--- config.mk ---
export PLATFORM = sky130hd
export DESIGN_NAME = sid_audio_out
export DESIGN_NICKNAME = d
export VERILOG_FILES = /design/src/rtl/sid_pkg.sv /design/src/rtl/sid_pwm_mod.sv /design/src/rtl/sid_audio_out.sv
export SDC_FILE = /design/constraint.sdc
export NUM_CORES = 1
export LEC_CHECK = 0
export CORE_MARGIN = 5
export CORE_UTILIZATION = 40
export DETAILED_ROUTE_END_ITERATION = 8
export SLEW_MARGIN = 5
export SYNTH_ARGS = -nofsm -noshare
export SYNTH_HDL_FRONTEND = slang
export SYNTH_SLANG_ARGS = --single-unit
export TNS_END_PERCENT = 10
--- constraint.sdc ---
create_clock -name clk -period 6.4 [get_ports clk]
set_input_delay 1.28 -clock clk [delete_from_list [all_inputs] [get_ports clk]]
set_output_delay 1.28 -clock clk [all_outputs]
set_load 0.01 [all_outputs]
--- src/rtl/sid_pkg.sv ---
// ---------------------------------------------------------------------------
// sid_pkg
// Shared definitions for the SID audio output path.
//   gain_state_t : states of the click-free mute ramp
//   GAIN_MAX     : unity gain (gain is applied as gain/16)
//   VOICE_W      : width of one voice sample
//   MIX_W        : width of the three-voice mix (max 3*255 = 765)
//   GAIN_W       : width of the ramp gain register (holds 0..16)
//   PROD_W       : width of a mix-by-gain or mix-by-volume product
// ---------------------------------------------------------------------------
package sid_pkg;

  typedef enum logic [1:0] {
    MUTED     = 2'd0,
    RAMP_UP   = 2'd1,
    ACTIVE    = 2'd2,
    RAMP_DOWN = 2'd3
  } gain_state_t;

  localparam int GAIN_MAX = 16;
  localparam int VOICE_W  = 8;
  localparam int MIX_W    = 10;
  localparam int GAIN_W   = 5;
  localparam int PROD_W   = MIX_W + GAIN_W;

  // Master volume: 0 is silence, otherwise the mix is scaled by (volume+1)/16,
  // so volume 15 is unity. The result never exceeds the mix value.
  function automatic logic [MIX_W-1:0] apply_volume(input logic [MIX_W-1:0] mix,
                                                    input logic [3:0]       volume);
    logic [PROD_W-1:0] prod;
    prod = PROD_W'(mix) * PROD_W'({1'b0, volume} + 5'd1);
    if (volume == 4'd0) begin
      apply_volume = '0;
    end else begin
      apply_volume = MIX_W'(prod >> 4);
    end
  endfunction

endpackage

--- src/rtl/sid_pwm_mod.sv ---
// ---------------------------------------------------------------------------
// sid_pwm_mod
// Free-running PWM modulator. A PWM_BITS counter sets the period; the duty
// value is latched only on the last clock of a period so every period is
// produced with a single, consistent duty.
//   clk, rst       : clock, synchronous active-high reset
//   i_duty_next    : duty to latch at the end of the current period
//   o_at_max       : combinational, high while the counter is at its maximum
//                    (the parent uses it to qualify its own period-end logic)
//   o_sample_tick  : registered pulse, high for the cycle in which counter==0
//   o_duty         : duty in force for the current period
//   o_pwm_out      : registered PWM pin, high for o_duty clocks per period
// ---------------------------------------------------------------------------
module sid_pwm_mod #(
  parameter int PWM_BITS = 10
) (
  input  logic                clk,
  input  logic                rst,
  input  logic [PWM_BITS-1:0] i_duty_next,
  output logic                o_at_max,
  output logic                o_sample_tick,
  output logic [PWM_BITS-1:0] o_duty,
  output logic                o_pwm_out
);

  localparam logic [PWM_BITS-1:0] CNT_MAX = '1;

  logic [PWM_BITS-1:0] r_count;
  logic                r_tick;
  logic [PWM_BITS-1:0] r_duty;
  logic                r_pwm;
  logic                w_at_max;

  assign w_at_max = (r_count == CNT_MAX);

  always_ff @(posedge clk) begin
    if (rst) begin
      r_count <= '0;
      r_tick  <= 1'b0;
      r_duty  <= '0;
      r_pwm   <= 1'b0;
    end else begin
      // Counter wraps naturally from CNT_MAX to 0.
      r_count <= r_count + PWM_BITS'(1);
      r_tick  <= w_at_max;
      if (w_at_max) begin
        r_duty <= i_duty_next;
      end
      // Compare uses the pre-edge counter and duty, so the output trails the
      // counter by one clock; each period still holds exactly r_duty highs.
      r_pwm <= (r_count < r_duty);
    end
  end

  assign o_at_max      = w_at_max;
  assign o_sample_tick = r_tick;
  assign o_duty        = r_duty;
  assign o_pwm_out     = r_pwm;

endmodule

--- src/rtl/sid_audio_out.sv ---
// ---------------------------------------------------------------------------
// sid_audio_out
// Mixes the three voice samples, applies master volume and a click-free mute
// ramp, and drives a single-bit PWM pin for an external RC filter.
//   clk, rst     : clock, synchronous active-high reset
//   voice0..2    : 8-bit voice samples
//   voice_en     : per-voice mix enable, bit n gates voice n
//   volume       : 4-bit master volume, 0 = silent
//   mute         : soft-mute request, sampled only at period end
//   pwm_out      : registered PWM output
//   sample_tick  : one-cycle pulse in the first clock of each PWM period
//   duty         : duty value in force for the current period
//   ramp_active  : high while the gain is ramping up or down
//   dbg_state    : current gain FSM state (debug visibility)
//
// Data path: stage 1 registers the enabled-voice sum, stage 2 registers the
// volume-scaled sum. At each period end the duty is loaded with
// (scaled * gain) >> 4 using the gain before that edge's ramp step.
// PWM_BITS must be at least 10 so that the full-scale mix (765) stays below
// the period and the pin never sits constantly high.
// ---------------------------------------------------------------------------
module sid_audio_out
  import sid_pkg::*;
#(
  parameter int PWM_BITS   = 10,
  parameter int RAMP_STEPS = 16
) (
  input  logic                clk,
  input  logic                rst,
  input  logic [VOICE_W-1:0]  voice0,
  input  logic [VOICE_W-1:0]  voice1,
  input  logic [VOICE_W-1:0]  voice2,
  input  logic [2:0]          voice_en,
  input  logic [3:0]          volume,
  input  logic                mute,
  output logic                pwm_out,
  output logic                sample_tick,
  output logic [PWM_BITS-1:0] duty,
  output logic                ramp_active,
  output logic [1:0]          dbg_state
);

  // Full gain equals the number of ramp steps; the duty shift of 4 assumes 16.
  localparam logic [GAIN_W-1:0] GAIN_FULL = GAIN_W'(RAMP_STEPS);

  // ------------------------------------------------------------------------
  // Mixer pipeline
  // ------------------------------------------------------------------------
  logic [MIX_W-1:0] w_sum;
  logic [MIX_W-1:0] r_sum;
  logic [MIX_W-1:0] r_scaled;

  always_comb begin
    w_sum = '0;
    if (voice_en[0]) w_sum = w_sum + MIX_W'(voice0);
    if (voice_en[1]) w_sum = w_sum + MIX_W'(voice1);
    if (voice_en[2]) w_sum = w_sum + MIX_W'(voice2);
  end

  // Both stages run every cycle, so a volume change is picked up by whichever
  // period end comes next, with no ramp applied.
  always_ff @(posedge clk) begin
    if (rst) begin
      r_sum    <= '0;
      r_scaled <= '0;
    end else begin
      r_sum    <= w_sum;
      r_scaled <= apply_volume(r_sum, volume);
    end
  end

  // ------------------------------------------------------------------------
  // Gain ramp FSM, stepped only at period end
  // ------------------------------------------------------------------------
  gain_state_t       r_state;
  logic [GAIN_W-1:0] r_gain;
  logic              r_ramp_active;
  logic [GAIN_W-1:0] w_gain_inc;
  logic [GAIN_W-1:0] w_gain_dec;
  logic              w_at_max;

  // Saturating neighbours of the current gain; the gain never wraps.
  assign w_gain_inc = (r_gain >= GAIN_FULL) ? GAIN_FULL : r_gain + GAIN_W'(1);
  assign w_gain_dec = (r_gain == '0) ? '0 : r_gain - GAIN_W'(1);

  always_ff @(posedge clk) begin
    if (rst) begin
      r_state       <= MUTED;
      r_gain        <= '0;
      r_ramp_active <= 1'b0;
    end else if (w_at_max) begin
      case (r_state)
        MUTED: begin
          if (!mute) begin
            r_state       <= RAMP_UP;
            r_ramp_active <= 1'b1;
          end
        end
        RAMP_UP: begin
          // A mute request reverses the ramp from the current gain.
          if (mute) begin
            r_gain        <= w_gain_dec;
            r_state       <= RAMP_DOWN;
            r_ramp_active <= 1'b1;
          end else begin
            r_gain <= w_gain_inc;
            if (w_gain_inc == GAIN_FULL) begin
              r_state       <= ACTIVE;
              r_ramp_active <= 1'b0;
            end
          end
        end
        ACTIVE: begin
          if (mute) begin
            r_gain        <= GAIN_FULL - GAIN_W'(1);
            r_state       <= RAMP_DOWN;
            r_ramp_active <= 1'b1;
          end
        end
        RAMP_DOWN: begin
          // Releasing mute mid-ramp climbs back from the current gain.
          if (!mute) begin
            r_gain        <= w_gain_inc;
            r_state       <= RAMP_UP;
            r_ramp_active <= 1'b1;
          end else begin
            r_gain <= w_gain_dec;
            if (w_gain_dec == '0) begin
              r_state       <= MUTED;
              r_ramp_active <= 1'b0;
            end
          end
        end
        default: begin
          r_state       <= MUTED;
          r_gain        <= '0;
          r_ramp_active <= 1'b0;
        end
      endcase
    end
  end

  // ------------------------------------------------------------------------
  // Duty computation and PWM modulator
  // ------------------------------------------------------------------------
  logic [PROD_W-1:0]   w_duty_prod;
  logic [PWM_BITS-1:0] w_duty_next;

  // Uses the gain before this edge's ramp step; max 765*16 >> 4 = 765.
  assign w_duty_prod = PROD_W'(r_scaled) * PROD_W'(r_gain);
  assign w_duty_next = PWM_BITS'(w_duty_prod >> 4);

  sid_pwm_mod #(
    .PWM_BITS (PWM_BITS)
  ) u_pwm (
    .clk           (clk),
    .rst           (rst),
    .i_duty_next   (w_duty_next),
    .o_at_max      (w_at_max),
    .o_sample_tick (sample_tick),
    .o_duty        (duty),
    .o_pwm_out     (pwm_out)
  );

  assign ramp_active = r_ramp_active;
  assign dbg_state   = r_state;

endmodule

==> results.py, run 1 <==
metrics = {
    "floorplan": {
        "rows": 44,
        "fp.dieH_um": 131,
        "die_w_um": 131,
        "ios": 49,
        "start_util_pct": 40.8,
        "dieArea_sq_mm": 0.0173,
        "core_sq_mm": 0.0145,
    },
    "setup_path": {
        "reg2reg_slack_ns": 2.10,
        "ff2ff_path_depth": 11,
        "startpoint_type": "primary input",
        "required_ns": 6.57,
        "path_class": "primary input to flop",
        "end_kind": "flop",
        "cp_max_fo": 6,
        "worstPathArrival_ns": 5.84,
    },
    "yosys": {
        "ys_warn_count": 0,
        "ys.flop_type": "dfxtp_1",
        "synth_area_sq_mm": 0.00590,
        "synth_edf_count": 0,
        "syn_avg_cell_area_sq_um": 8.20,
        "synth_top_area_cell": "dfxtp_1",
        "ys_types": 63,
        "synth_area_leaders": "dfxtp_1, ha_1, fa_1, and2_1, inv_1",
        "ys_seq_elements": 50,
        "synth_cells": 720,
        "yosysSeqAreaShare_pct": 17.0,
        "synth_top_area_share_pct": 17.0,
        "async_reset_ff_share_pct": 0,
        "syn-num-nets": 875,
    },
    "final_layout": {
        "fin_util_pct": 46.4,
        "finalNonFillerCells": 946,
        "n_fill_cell": 1442,
        "antenna_cells": 0,
        "final_cell_mix": "inv_1, nand2_1, ha_1",
        "layout_commonest_cell": "inv_1",
        "nets": 916,
        "area_growth_pct": 13.8,
        "drive_gt1_share_pct": 3.81,
    },
    "clock_network": {
        "ctsHoldBuffers": 0,
        "cts_resized": 0,
        "postCtsSetupBuffers": 0,
        "clk_path_buf_depth": 2,
        "cts_tree": "yes",
        "clock_sinks": 50,
        "cts_max_level": 2,
        "clk_pin_slew_worst_paths_ns": 0.08,
        "cts_buffers": 5,
        "clock_latency_ns": 0.30,
        "root_buffer": "clkbuf_16",
    },
    "power": {
        "seqPwrFrac_pct": 39.4,
        "internal_power_uw": 616,
        "ir_worst_vdd_mv": 0.117,
        "power_density_mw_per_mm2": 138,
        "switching_share_pct": 33.4,
        "p_clk_share_pct": 29.5,
        "pwr-share-comb_pct": 31.1,
        "switchingPower_uw": 309,
        "p_leak_uw": 0.00317,
    },
    "sta": {
        "fin_crit_sh_pct": 88.5,
        "fin_tns_setup_ns": 0,
        "fin_skew_ns": 0.0116,
        "period_needed_ns": 5.66,
        "maxSlewHeadroom_pct": 57.5,
        "setup_viol": 0,
        "fmax_mhz": 177,
        "max_slew.worst_pin.slew_ns": 0.622,
        "rsz0062_at_grt": "no",
        "final_max_slew_viol_count": 0,
        "final_hold_viol_count": 0,
    },
    "worst_hold_path": {
        "hold_class": "flop to flop",
        "holdPathStages": 1,
    },
    "place": {
        "hpwl_mm": 10.8,
        "routabilityCongestion": 0.881,
        "dpl.cell_count": 938,
        "portBuffers": 48,
    },
    "global_routing": {
        "antenna_found_initial": 0,
        "grt_max_degree": 30,
        "grt_overflow": 0,
        "grt_pass1_vias": 5113,
        "grt_use_total_pct": 15.2,
        "grt_pass1_wl_mm": 22.7,
    },
    "routing": {
        "vias": 4896,
        "vias_per_cell": 5.18,
        "firstDrtPassIters": 4,
        "dr.first_iter.drc_count": 192,
        "routedWlPerCell_um": 13.6,
        "totalWireLength_mm": 12.8,
        "post-route-drc-count": 0,
        "antenna_left": 0,
    },
    "outcome": {
        "status": "completed",
    },
    "flow_run": {
        "max_cap_violations": 0,
    },
}
==> worst max-delay path, cell delays in order <==
cell and delay, ns:
clkdlybuf4s50_1 0.55, ha_1 0.21, xor2_1 0.30, buf_4 0.20, nand2_1 0.07, fa_1 0.49, fa_1 0.53, fa_1 0.55
inv_1 0.04, ha_1 0.32, and4_1 0.25, a2111oi_4 0.46, a211oi_2 0.18, a21oi_1 0.21, xor2_1 0.15, nor2_1 0.05
==> power groups by stage <==
stage	Clock, uW	Sequential [uW]	Combinational [uW]
2_1_floorplan	0	356	218
3_3_place_gp	0	371	281
3_5_place_dp	0	371	290
4_1_cts	283	365	292
5_1_grt	296	368	333
6_report	273	365	287
==> cell usage after synthesis (2+ instances only) <==
master / number
or4_1: 2
buf_2: 2
a22oi_1: 3
nor2_1: 55
clkbuf_1: 14
nor3b_1: 2
dfxtp_1: 50
o21bai_1: 4
a2111oi_0: 3
and4_1: 2
o21ai_1: 2
a31oi_1: 4
a21o_1: 13
mux2i_1: 7
o211ai_1: 5
or3_1: 5
nor2b_1: 10
nand2_1: 76
o21a_1: 4
o31ai_1: 3
ha_1: 75
o211a_1: 2
a211oi_1: 8
and3_1: 3
xor2_1: 17
o21ai_0: 25
o31a_1: 3
nand4_1: 4
a21oi_2: 2
fa_1: 46
nor3_1: 12
inv_1: 97
xnor2_1: 17
clkinv_1: 2
nand3_1: 14
or2_2: 2
a211oi_2: 2
a21oi_1: 32
nand2b_1: 5
and2_1: 63
==> registers in the layout, summed over array words and instances (netlist names) <==
name and count:
r_sum 10, dbg_state 2, ramp_active 1, r_gain 5, u_pwm.o_sample_tick 1, u_pwm.r_count 10
r_scaled 10, u_pwm.o_pwm_out 1, u_pwm.o_duty 10
==> per-stage QoR <==
stage | instance area [sq um] | power (uW) | setup WS [ns] | hold slack [ns]
2_1_floorplan | 5900 | 574 | 1.16 | 0.437
3_3_place_gp | 6570 | 652 | 0.538 | 0.463
3_5_place_dp | 6570 | 661 | 0.445 | 0.472
4_1_cts | 6720 | 939 | 0.738 | 0.494
5_1_grt | 6720 | 997 | 0.447 | 0.522
6_report | 6720 | 925 | 0.738 | 0.487
==> logic make-up after synthesis <==
family | count (synthesis) | share of synthesized area (%)
AND/OR/NAND/NOR | 265 | 23.1
AO/OA/AOI/OAI | 126 | 14.5
adder cells (fa/ha/maj) | 121 | 31.5
buffers and inverters | 116 | 7.44
flip-flops | 50 | 17.0
XOR/XNOR | 34 | 5.05
multiplexers | 8 | 1.38
==> layout make-up <==
type | count | area, sq um | share of cell area, %
Multi-Input combinational cell | 554 | 4460 | 66.4
Sequential cell | 50 | 1000 | 14.9
Timing Repair Buffer | 51 | 503 | 7.49
Inverter | 99 | 372 | 5.53
Tap cell | 184 | 230 | 3.43
Clock buffer | 5 | 125 | 1.86
Clock inverter | 3 | 26.3 | 0.391
==> routing by layer <==
layer  wire length [um]  vias up  GRT usage [%]
met5                  0        -              0
met4                176        0           3.77
met3                426       17           2.60
met2               6350       80           26.7
met1               5880     2322           19.3
li1                   -     2477              -
==> path summary, 6_finish.rpt <==
check / endpoint / from
setup / recovery: r_scaled[8]$_SDFF_PP0_ / volume[0]
hold / removal: u_pwm.r_count[0]$_SDFF_PP0_ / u_pwm.r_count[0]$_SDFF_PP0_
setup reg to reg: u_pwm.o_duty[2]$_SDFFE_PP0P_ / r_gain[4]$_SDFFE_PP0P_
hold reg to reg: u_pwm.r_count[0]$_SDFF_PP0_ / u_pwm.r_count[0]$_SDFF_PP0_
Power figures use the tool's default switching activity.
==> run 2, diff against run 1 <==
--- a/config.mk
+++ b/config.mk
@@ -10,3 +10,2 @@
 export DETAILED_ROUTE_END_ITERATION = 8
-export SLEW_MARGIN = 5
 export SYNTH_ARGS = -nofsm -noshare
==> constraint.sdc (replaced) <==
create_clock -name clk -period 6.4 [get_ports clk]
set_input_delay 0.64 -clock clk [delete_from_list [all_inputs] [get_ports clk]]
set_output_delay 0.64 -clock clk [all_outputs]
set_load 0.01 [all_outputs]
==> run 2 against run 1 <==
Cell area is 0.22% lower. Largest cell class unchanged. Maximum frequency is 9.4% higher. Via count is 0.12% higher. Register-to-register slack worse by 0.10 ns. Worst setup slack better by 0.49 ns. First-iteration DRC count is 27% lower. Sequential power hardly changed. Hold slack hardly changed. Die area stayed put. Wire length is 0.21% lower. Sequential share of layout area hardly changed. Clock power hardly changed.
==> results.py, run 2 (synthesis gave the netlist of run 1 again) <==
metrics = {
    "setup_path": {
        "critPathBufInv": 3,
        "r2r_end": "u_pwm.o_duty[2]$_SDFFE_PP0P_",
        "ff2ff_path_depth": 11,
        "end_kind": "flop",
        "crit_family": "adder cells",
        "worstPathArrival_ns": 5.35,
        "cp_max_fo": 10,
        "rr_startpoint": "r_gain[4]$_SDFFE_PP0P_",
        "slowest_stage": "clkdlybuf4s50_1",
        "reg2reg_slack_ns": 2.00,
        "startpoint_type": "primary input",
        "required_ns": 6.57,
        "path_class": "primary input to flop",
        "cp_cell_sequence": "clkdlybuf4s50_1 -> ha_1 -> xor2_1 -> and2_1 -> fa_1 -> fa_1 -> inv_1 -> fa_1 -> inv_1 -> ha_1 -> and4_1 -> a2111oi_4 -> a211oi_2 -> a21oi_1 -> xor2_1 -> nor2_1",
        "crit_top_cell": "fa_1",
        "max_stage_delay_ns": 0.55,
    },
    "place": {
        "hpwl_mm": 10.8,
        "routabilityCongestion": 0.877,
        "dpl.cell_count": 936,
        "portBuffers": 48,
    },
    "final_layout": {
        "fin_util_pct": 46.3,
        "drive_gt1_share_pct": 3.55,
        "finalNonFillerCells": 944,
        "final_cell_mix": "inv_1, nand2_1, ha_1",
        "antenna_cells": 0,
        "layout_commonest_cell": "inv_1",
        "n_fill_cell": 1481,
        "area_growth_pct": 13.6,
        "nets": 914,
    },
    "worst_hold_path": {
        "hold_class": "flop to flop",
        "holdPathStages": 2,
        "min_to": "u_pwm.o_duty[1]$_SDFFE_PP0P_",
        "hp-start": "u_pwm.o_duty[1]$_SDFFE_PP0P_",
    },
    "sta": {
        "final_hold_viol_count": 0,
        "fin_crit_sh_pct": 80.9,
        "fin_skew_ns": 0.0134,
        "setup_viol": 0,
        "period_needed_ns": 5.18,
        "whs_ns": 0.487,
        "final_max_slew_viol_count": 0,
        "max_slew.worst_pin.slew_ns": 0.673,
        "maxSlewHeadroom_pct": 54.0,
        "fin_tns_setup_ns": 0,
        "rsz0062_at_grt": "no",
        "fmax_mhz": 193,
    },
    "floorplan": {
        "die_w_um": 131,
        "rows": 44,
        "ios": 49,
        "dieArea_sq_mm": 0.0173,
        "fp.dieH_um": 131,
        "core_sq_mm": 0.0145,
        "start_util_pct": 40.8,
    },
    "clock_network": {
        "cts_max_level": 2,
        "root_buffer": "clkbuf_16",
        "clock_sinks": 50,
        "postCtsSetupBuffers": 0,
        "cts_resized": 0,
        "clk_pin_slew_worst_paths_ns": 0.07,
        "clk_path_buf_depth": 2,
        "cts_tree": "yes",
        "cts_buffers": 5,
        "clock_latency_ns": 0.30,
        "ctsHoldBuffers": 0,
    },
    "power": {
        "p_leak_uw": 0.00316,
        "finalPower_uw": 925,
        "ir_worst_vdd_mv": 0.0881,
        "power_density_mw_per_mm2": 138,
    },
    "global_routing": {
        "grt_overflow": 0,
        "grt_pass1_vias": 5056,
        "antenna_found_initial": 0,
        "grt_max_degree": 30,
        "grt_pass1_wl_mm": 22.5,
        "grt_use_total_pct": 15.1,
    },
    "routing": {
        "post-route-drc-count": 0,
        "highest_layer": "met4",
        "totalWireLength_mm": 12.8,
        "antenna_left": 0,
        "wl_met2_mm": 6.48,
        "drt-met1-wl_mm": 5.81,
        "vias": 4902,
        "dr_wl_met3_um": 365,
        "firstDrtPassIters": 4,
        "dr.first_iter.drc_count": 141,
        "vias_per_cell": 5.19,
        "routedWlPerCell_um": 13.6,
    },
    "outcome": {
        "status": "completed",
    },
    "flow_run": {
        "max_cap_violations": 0,
    },
}
## run 2: cell count changes in the layout (fill, tap and decap cells not counted)
cell / previous run / this run
buf_4: 3 / 1
## run 2: cell type report
class                      count  area, sq um  share of cell area [%]
timing repair buffer          49          488                    7.28
inverter                      99          372                    5.54
clock inverter                 3         26.3                   0.392
sequential                    50         1000                    14.9
multi-input combinational    554         4460                    66.5
tap                          184          230                    3.43
clock buffer                   5          125                    1.87
## run 2: how the worst max path moves through the flow
stage	start	end	slack (ns)	cells past startpoint
3_5_place_dp	volume[0]	r_scaled[8]$_SDFF_PP0_	0.91	16
6_report	volume[0]	r_scaled[8]$_SDFF_PP0_	1.22	16
3_3_place_gp	volume[0]	r_scaled[8]$_SDFF_PP0_	1.06	16
5_1_grt	volume[0]	r_scaled[8]$_SDFF_PP0_	0.92	16
4_1_cts	volume[0]	r_scaled[8]$_SDFF_PP0_	1.22	16
2_1_floorplan	volume[0]	r_scaled[8]$_SDFF_PP0_	1.80	16
## run 2: report_power, final
group / internal [uW] / leakage [uW] / total, uW / switching, uW
logic: 132 / 0.00268 / 285 / 153
registers: 333 / 0.000407 / 364 / 31.1
clock network: 149 / 0.0000748 / 276 / 127
## run 2: metal layers
metal / GRT usage [%] / vias to the layer above
met5: 0 / -
met4: 3.60 / 0
met3: 2.64 / 18
met2: 27.4 / 88
met1: 18.5 / 2323
li1: - / 2473
## run 2: per-stage QoR
| stage | cell area, sq um | setup WS, ns |
|---|---|---|
| finish | 6700 | 1.22 |
| global route | 6700 | 0.918 |
| global placement | 6550 | 1.06 |
| floorplan | 5900 | 1.80 |
| CTS | 6700 | 1.22 |
| detailed placement | 6550 | 0.908 |
## run 2: worst register-to-register path, delay by kind of cell (launching register included)
family | cells | cell delay (ns)
AND/OR/NAND/NOR | 2 | 0.67
buffers and inverters | 1 | 0.05
AO/OA/AOI/OAI | 4 | 0.83
adder cells (fa/ha/maj) | 4 | 2.01
flip-flops | 1 | 0.78
==> edit 1: new RTL, settings of run 1 <==
The package constant `VOICE_W` goes from 8 to 12.
--- a/src/rtl/sid_pkg.sv
+++ b/src/rtl/sid_pkg.sv
@@ -18,7 +18,7 @@
   } gain_state_t;
 
   localparam int GAIN_MAX = 16;
-  localparam int VOICE_W  = 8;
+  localparam int VOICE_W  = 12;
   localparam int MIX_W    = 10;
   localparam int GAIN_W   = 5;
   localparam int PROD_W   = MIX_W + GAIN_W;
Interface: changed (resized voice0, voice1 and voice2); port bits go from 49 to 61. No check against the original RTL was run, so the function may have changed too.
==> edit 1 against run 1 <==
  * Synthesized area rose by 2.4%
  * Cell area increased by 3.1%
  * Sequential cell count unchanged
  * Count of clock-buffer cells in the layout unchanged
  * Sequential share of layout area is 0.45 points lower
  * Power increased by 12%
  * Wire length fell by 0.88%
  * Setup slack better by 0.11 ns
  * Largest cell class unchanged
==> edit 1: results (changes against run 1) <==
stage;metric;value;unit;change
worst_setup_path;timing.rr.end;u_pwm.o_duty[9];;was u_pwm.o_duty[2]
global_route;grt_pass1_vias;5275;;was 5113
yosys;synth.top_cells.by_area;sky130_fd_sc_hd__dfxtp_1 (17%), sky130_fd_sc_hd__ha_1 (16%), sky130_fd_sc_hd__fa_1 (15%), sky130_fd_sc_hd__and2_1 (6.2%), sky130_fd_sc_hd__inv_1 (6.0%);;was sky130_fd_sc_hd__dfxtp_1 (17%), sky130_fd_sc_hd__ha_1 (16%), sky130_fd_sc_hd__fa_1 (16%), sky130_fd_sc_hd__and2_1 (6.7%), sky130_fd_sc_hd__inv_1 (6.2%)
yosys;synth.lib_cells_used.distinct;62;;was 63
power_and_ir_drop;vdd.ir_drop.worst;0.115;mV;was 0.117 mV
global_route;grt_first_pass_wirelength;23300;um;was 22700 um
yosys;muxShareOfSynthArea;0.0168;;was 0.0138
route;dr_total_vias;4990;;was 4896
global_route;grt_max_degree;41;;was 30
min_path;timing.hold.worst_path_depth;1;;unchanged
yosys;postSynthNetCount;910;;was 875
layout;final_cell_count_no_fill;974;;was 946
place;place_congestion;0.908;;was 0.881
layout;nets;954;;was 916
worst_setup_path;critical_path_peak_fanout;10;;was 6
route;finalWirelength;12700;um;was 12800 um
worst_setup_path;cp_data_arrival_time;5.73;ns;was 5.84 ns
yosys;synth-compound-area-share;0.154;;was 0.145
worst_setup_path;timing.reg2reg.worst_path_depth;13;;was 11
power_and_ir_drop;p_leak;3.25;nW;was 3.17 nW
yosys;synth_sequential_area_ratio;0.166;;was 0.170
yosys;synth_commonest_cells;sky130_fd_sc_hd__inv_1 (97), sky130_fd_sc_hd__nand2_1 (81), sky130_fd_sc_hd__ha_1 (77), sky130_fd_sc_hd__and2_1 (60), sky130_fd_sc_hd__nor2_1 (55);;was sky130_fd_sc_hd__inv_1 (97), sky130_fd_sc_hd__nand2_1 (76), sky130_fd_sc_hd__ha_1 (75), sky130_fd_sc_hd__and2_1 (63), sky130_fd_sc_hd__nor2_1 (55)
yosys;synth_adder_area_share;0.312;;was 0.315
layout;final_core_utilization;0.461;;was 0.464
sta;maxSlewViolCount;0;;unchanged
route;detailedRoute.firstIterationViolations;191;;was 192
outcome;outcome;complete, no violations;;unchanged
place;post_dp_area;6760;um2;was 6570 um2
layout;fillerInstances;1519;;was 1442
yosys;syn-mean-instance-area;8.16;um2;was 8.20 um2
layout;area_growth_syn_to_layout;14.6;%;was 13.8%
layout;diode_insertion_count_for_antenna_repair;0;;unchanged
global_route;global_route.usage.total;0.152;;about the same
worst_setup_path;reg2reg_slack;1.86;ns;was 2.10 ns
place;post-dp-hpwl;10700;um;was 10800 um
layout;layout-drive-gt1-share;0.0305;;was 0.0381
worst_setup_path;timing.rr.start;r_gain[3];;was r_gain[4]
global_route;antenna_violations_before_repair;0;;unchanged
sta;slew-limit-headroom;0.448;;was 0.575
place;portBuffers;54;;was 48
yosys;synth_xor_area_frac;0.0565;;was 0.0505
sta;clock_skew;0.00776;ns;was 0.0116 ns
edit 1: worst max-delay path by stage:
stage | start | to | slack (ns)
after floorplan | volume[0] | r_scaled[9] | 1.34
after global placement | volume[0] | r_scaled[9] | 0.63
after detailed placement | volume[0] | r_scaled[9] | 0.55
after CTS | volume[0] | r_scaled[9] | 0.85
after global routing | volume[0] | r_scaled[9] | 0.63
final | volume[0] | r_scaled[9] | 0.85
edit 1: layer usage:
metal	track usage	wire [um]	vias to the layer above
li1	-	-	2560
met1	0.180	5590	2347
met2	0.283	6650	71
met3	0.0213	332	12
met4	0.0433	143	0
met5	0	0	-
edit 1: cell type report:
type,instances,area share
multi-input combinational,571,0.662
sequential,50,0.144
timing repair buffer,57,0.0813
inverter,100,0.0542
tap,188,0.0339
clock buffer,5,0.0181
clock inverter,3,0.00650
edit 1: worst max-delay path: stages:
cell	delay, ns
sky130_fd_sc_hd__clkdlybuf4s50_1	0.55
sky130_fd_sc_hd__ha_1	0.20
sky130_fd_sc_hd__and3_1	0.37
sky130_fd_sc_hd__nand2_1	0.13
sky130_fd_sc_hd__fa_1	0.54
sky130_fd_sc_hd__inv_1	0.06
sky130_fd_sc_hd__fa_1	0.53
sky130_fd_sc_hd__inv_1	0.05
sky130_fd_sc_hd__fa_1	0.53
sky130_fd_sc_hd__inv_1	0.05
sky130_fd_sc_hd__ha_1	0.34
sky130_fd_sc_hd__a21o_1	0.21
sky130_fd_sc_hd__a21o_1	0.21
sky130_fd_sc_hd__or3_1	0.33
sky130_fd_sc_hd__o22ai_1	0.15
sky130_fd_sc_hd__xnor2_1	0.14
sky130_fd_sc_hd__nor2_1	0.05
edit 1: power by group:
group / internal (W) / switching, W / total [W]
registers: 0.000338 / 0.0000307 / 0.000369
logic: 0.000167 / 0.000189 / 0.000356
clock network: 0.000185 / 0.000124 / 0.000309
edit 1: per-stage QoR:
step | power, W | hold WS [ns] | setup WS (ns)
final | 0.00103 | 0.461 | 0.850
after global routing | 0.00112 | 0.481 | 0.628
after CTS | 0.00105 | 0.466 | 0.853
after detailed placement | 0.000733 | 0.448 | 0.552
after global placement | 0.000721 | 0.437 | 0.632
after floorplan | 0.000638 | 0.425 | 1.34
edit 1: cells by family (layout without fill, tap and decap cells):
kind of cell             count (synthesis)  after routing
buffers and inverters                  120            165
AO/OA/AOI/OAI                          131            131
XOR/XNOR                                39             39
flip-flops                              50             50
AND/OR/NAND/NOR                        268            268
adder cells (fa/ha/maj)                123            123
multiplexers                            10             10
==> edit 2: new RTL, settings of run 1 <==
Made on the original files. Take the reset off `r_sum` and load it in a clocked block of its own.
--- a/src/rtl/sid_audio_out.sv
+++ b/src/rtl/sid_audio_out.sv
@@ -61,12 +61,14 @@
   // period end comes next, with no ramp applied.
   always_ff @(posedge clk) begin
     if (rst) begin
-      r_sum    <= '0;
       r_scaled <= '0;
     end else begin
-      r_sum    <= w_sum;
       r_scaled <= apply_volume(r_sum, volume);
     end
+  end
+
+  always_ff @(posedge clk) begin
+    r_sum <= w_sum;
   end
 
   // ------------------------------------------------------------------------
Behaviour: same outputs for any inputs over 10 cycles, from zero or initial values and one cycle with rst high; that may be too few to reach the edited logic, so the function may still have changed.
==> edit 2 against run 1 <==
  * Sequential cell count unchanged
  * Wire length down 7.0%
  * Global-route usage up 0.43 points
  * Setup slack worse by 0.17 ns
  * Cell area down 3.9%
  * Combinational power up 81%
  * Power up 27%
  * Highest routed layer unchanged
  * Synthesized area down 3.9%
  * Synthesized cell count down 5.4%
  * Register-to-register slack worse by 0.23 ns
  * Die area down 3.6%
==> edit 2: results (changes against run 1) <==
stage;metric;value;unit;change
worst_setup_path;cp_slowest_cell;sky130_fd_sc_hd__clkdlybuf4s50_1;;unchanged
outcome;outcome;complete, no violations;;unchanged
layout;diode_insertion_count_for_antenna_repair;0;;unchanged
yosys;synth_xor_area_frac;0.0603;;was 0.0505
sta;final.setup.worst_slack;0.569;ns;was 0.738 ns
yosys;ys.warnings.count;0;;unchanged
yosys;synth.lib_cells_used.distinct;52;;was 63
layout;nets;876;;was 916
yosys;synth_adder_area_share;0.328;;was 0.315
global_route;grt_pass1_vias;4938;;was 5113
global_route;grt_max_degree;32;;was 30
place;dp_slack;0.228;ns;was 0.445 ns
route;detailedRoute.firstIterationViolations;176;;was 192
route;vias_per_cell;5.10;;was 5.18
layout;fillerInstances;1396;;was 1442
place;place_congestion;0.817;;was 0.881
sta;worstMarginPinSlew;0.674;ns;was 0.622 ns
worst_setup_path;timing.rr.start;r_gain[3];;was r_gain[4]
worst_setup_path;critical_path_peak_fanout;10;;was 6
global_route;global_route.usage.total;0.156;;was 0.152
global_route;grt_first_pass_wirelength;21800;um;was 22700 um
sta;final_period_utilization;0.911;;was 0.885
route;routedWlPerCell;13.2;um;was 13.6 um
sta;hold-worst-slack;0.461;ns;was 0.487 ns
clock_network;clock_tree.buffer_depth;2;;unchanged
yosys;muxShareOfSynthArea;0.0283;;was 0.0138
place;portBuffers;48;;unchanged
yosys;postSynthNetCount;836;;was 875
clock_network;cts_buffers;5;;unchanged
yosys;synth.top_cells.by_area;sky130_fd_sc_hd__dfxtp_1 (18%), sky130_fd_sc_hd__ha_1 (17%), sky130_fd_sc_hd__fa_1 (16%), sky130_fd_sc_hd__inv_1 (6.4%), sky130_fd_sc_hd__and2_1 (6.1%);;was sky130_fd_sc_hd__dfxtp_1 (17%), sky130_fd_sc_hd__ha_1 (16%), sky130_fd_sc_hd__fa_1 (16%), sky130_fd_sc_hd__and2_1 (6.7%), sky130_fd_sc_hd__inv_1 (6.2%)
sta;clock_skew;0.00830;ns;was 0.0116 ns
yosys;synth_commonest_cells;sky130_fd_sc_hd__inv_1 (97), sky130_fd_sc_hd__ha_1 (75), sky130_fd_sc_hd__nand2_1 (70), sky130_fd_sc_hd__and2_1 (55), sky130_fd_sc_hd__dfxtp_1 (50);;was sky130_fd_sc_hd__inv_1 (97), sky130_fd_sc_hd__nand2_1 (76), sky130_fd_sc_hd__ha_1 (75), sky130_fd_sc_hd__and2_1 (63), sky130_fd_sc_hd__nor2_1 (55)
worst_setup_path;reg2reg_slack;1.87;ns;was 2.10 ns
clock_network;cts.repair.resized;0;;unchanged
worst_setup_path;cp_data_arrival_time;5.99;ns;was 5.84 ns
yosys;synth_sequential_area_ratio;0.177;;was 0.170
place;post-dp-hpwl;9930;um;was 10800 um
layout;layout-drive-gt1-share;0.0361;;was 0.0381
yosys;synth-compound-area-share;0.122;;was 0.145
power_and_ir_drop;p_leak;3.01;nW;was 3.17 nW
power_and_ir_drop;vdd.ir_drop.worst;0.131;mV;was 0.117 mV
[edit 2: changes by cell type after synthesis, sizes merged, moves of 6 or more]
cell,before,now
nor3,13,7
nand2,76,70
xnor2,17,24
o21ai,27,21
and2,64,56
mux2,1,8
nor2,55,49
[edit 2: layer usage]
layer / vias to the layer above / part of all wire / GRT usage
met2: 80 / 0.49 / 0.275
met1: 2190 / 0.46 / 0.195
met3: 18 / 0.034 / 0.0247
li1: 2305 / - / -
met5: - / 0 / 0
met4: 0 / 0.024 / 0.0488
[edit 2: worst max-delay path: cells and delay by family]
| kind | cells | cell delay [ns] |
|---|---|---|
| compound gates | 4 | 0.89 |
| simple gates | 3 | 0.42 |
| fa+ha+maj | 5 | 2.03 |
| buf+inv | 4 | 0.87 |
| xor+xnor | 1 | 0.50 |
[edit 2: worst paths after layout]
check,endpoint,depth (start not counted)
worst max-delay path,r_scaled[4],17
worst min-delay path,u_pwm.r_count[0],1
worst max register to register,u_pwm.o_duty[9],14
worst min register to register,u_pwm.r_count[0],1
[edit 2: kinds of logic (layout without fill, tap and decap cells)]
family | after synthesis | after routing
compound gates | 108 | 108
xor+xnor | 39 | 39
fa+ha+maj | 121 | 121
buf+inv | 116 | 156
flops | 50 | 50
mux | 15 | 15
simple gates | 232 | 232
[edit 2: area by class of cell]
| class | instances | area [um2] | area share |
|---|---|---|---|
| clock buffer | 5 | 125 | 0.0194 |
| clock inverter | 2 | 15.0 | 0.00232 |
| inverter | 98 | 368 | 0.0570 |
| multi-input combinational | 515 | 4220 | 0.654 |
| sequential | 50 | 1000 | 0.155 |
| tap | 180 | 225 | 0.0349 |
| timing repair buffer | 51 | 503 | 0.0779 |
[edit 2: stage by stage]
stage          std cells  area, um2
5_1_grt              901       6460
3_5_place_dp         894       6320
6_report             901       6460
2_1_floorplan        681       5670
3_3_place_gp         894       6320
4_1_cts              901       6460
[edit 2: where the power goes]
part | switching (W) | internal (W) | total (W) | leakage [nW]
clock network | 0.000117 | 0.000143 | 0.000260 | 0.0619
registers | 0.0000449 | 0.000348 | 0.000393 | 0.409
logic | 0.000278 | 0.000242 | 0.000520 | 2.54
total | 0.000440 | 0.000733 | 0.00117 | 3.01
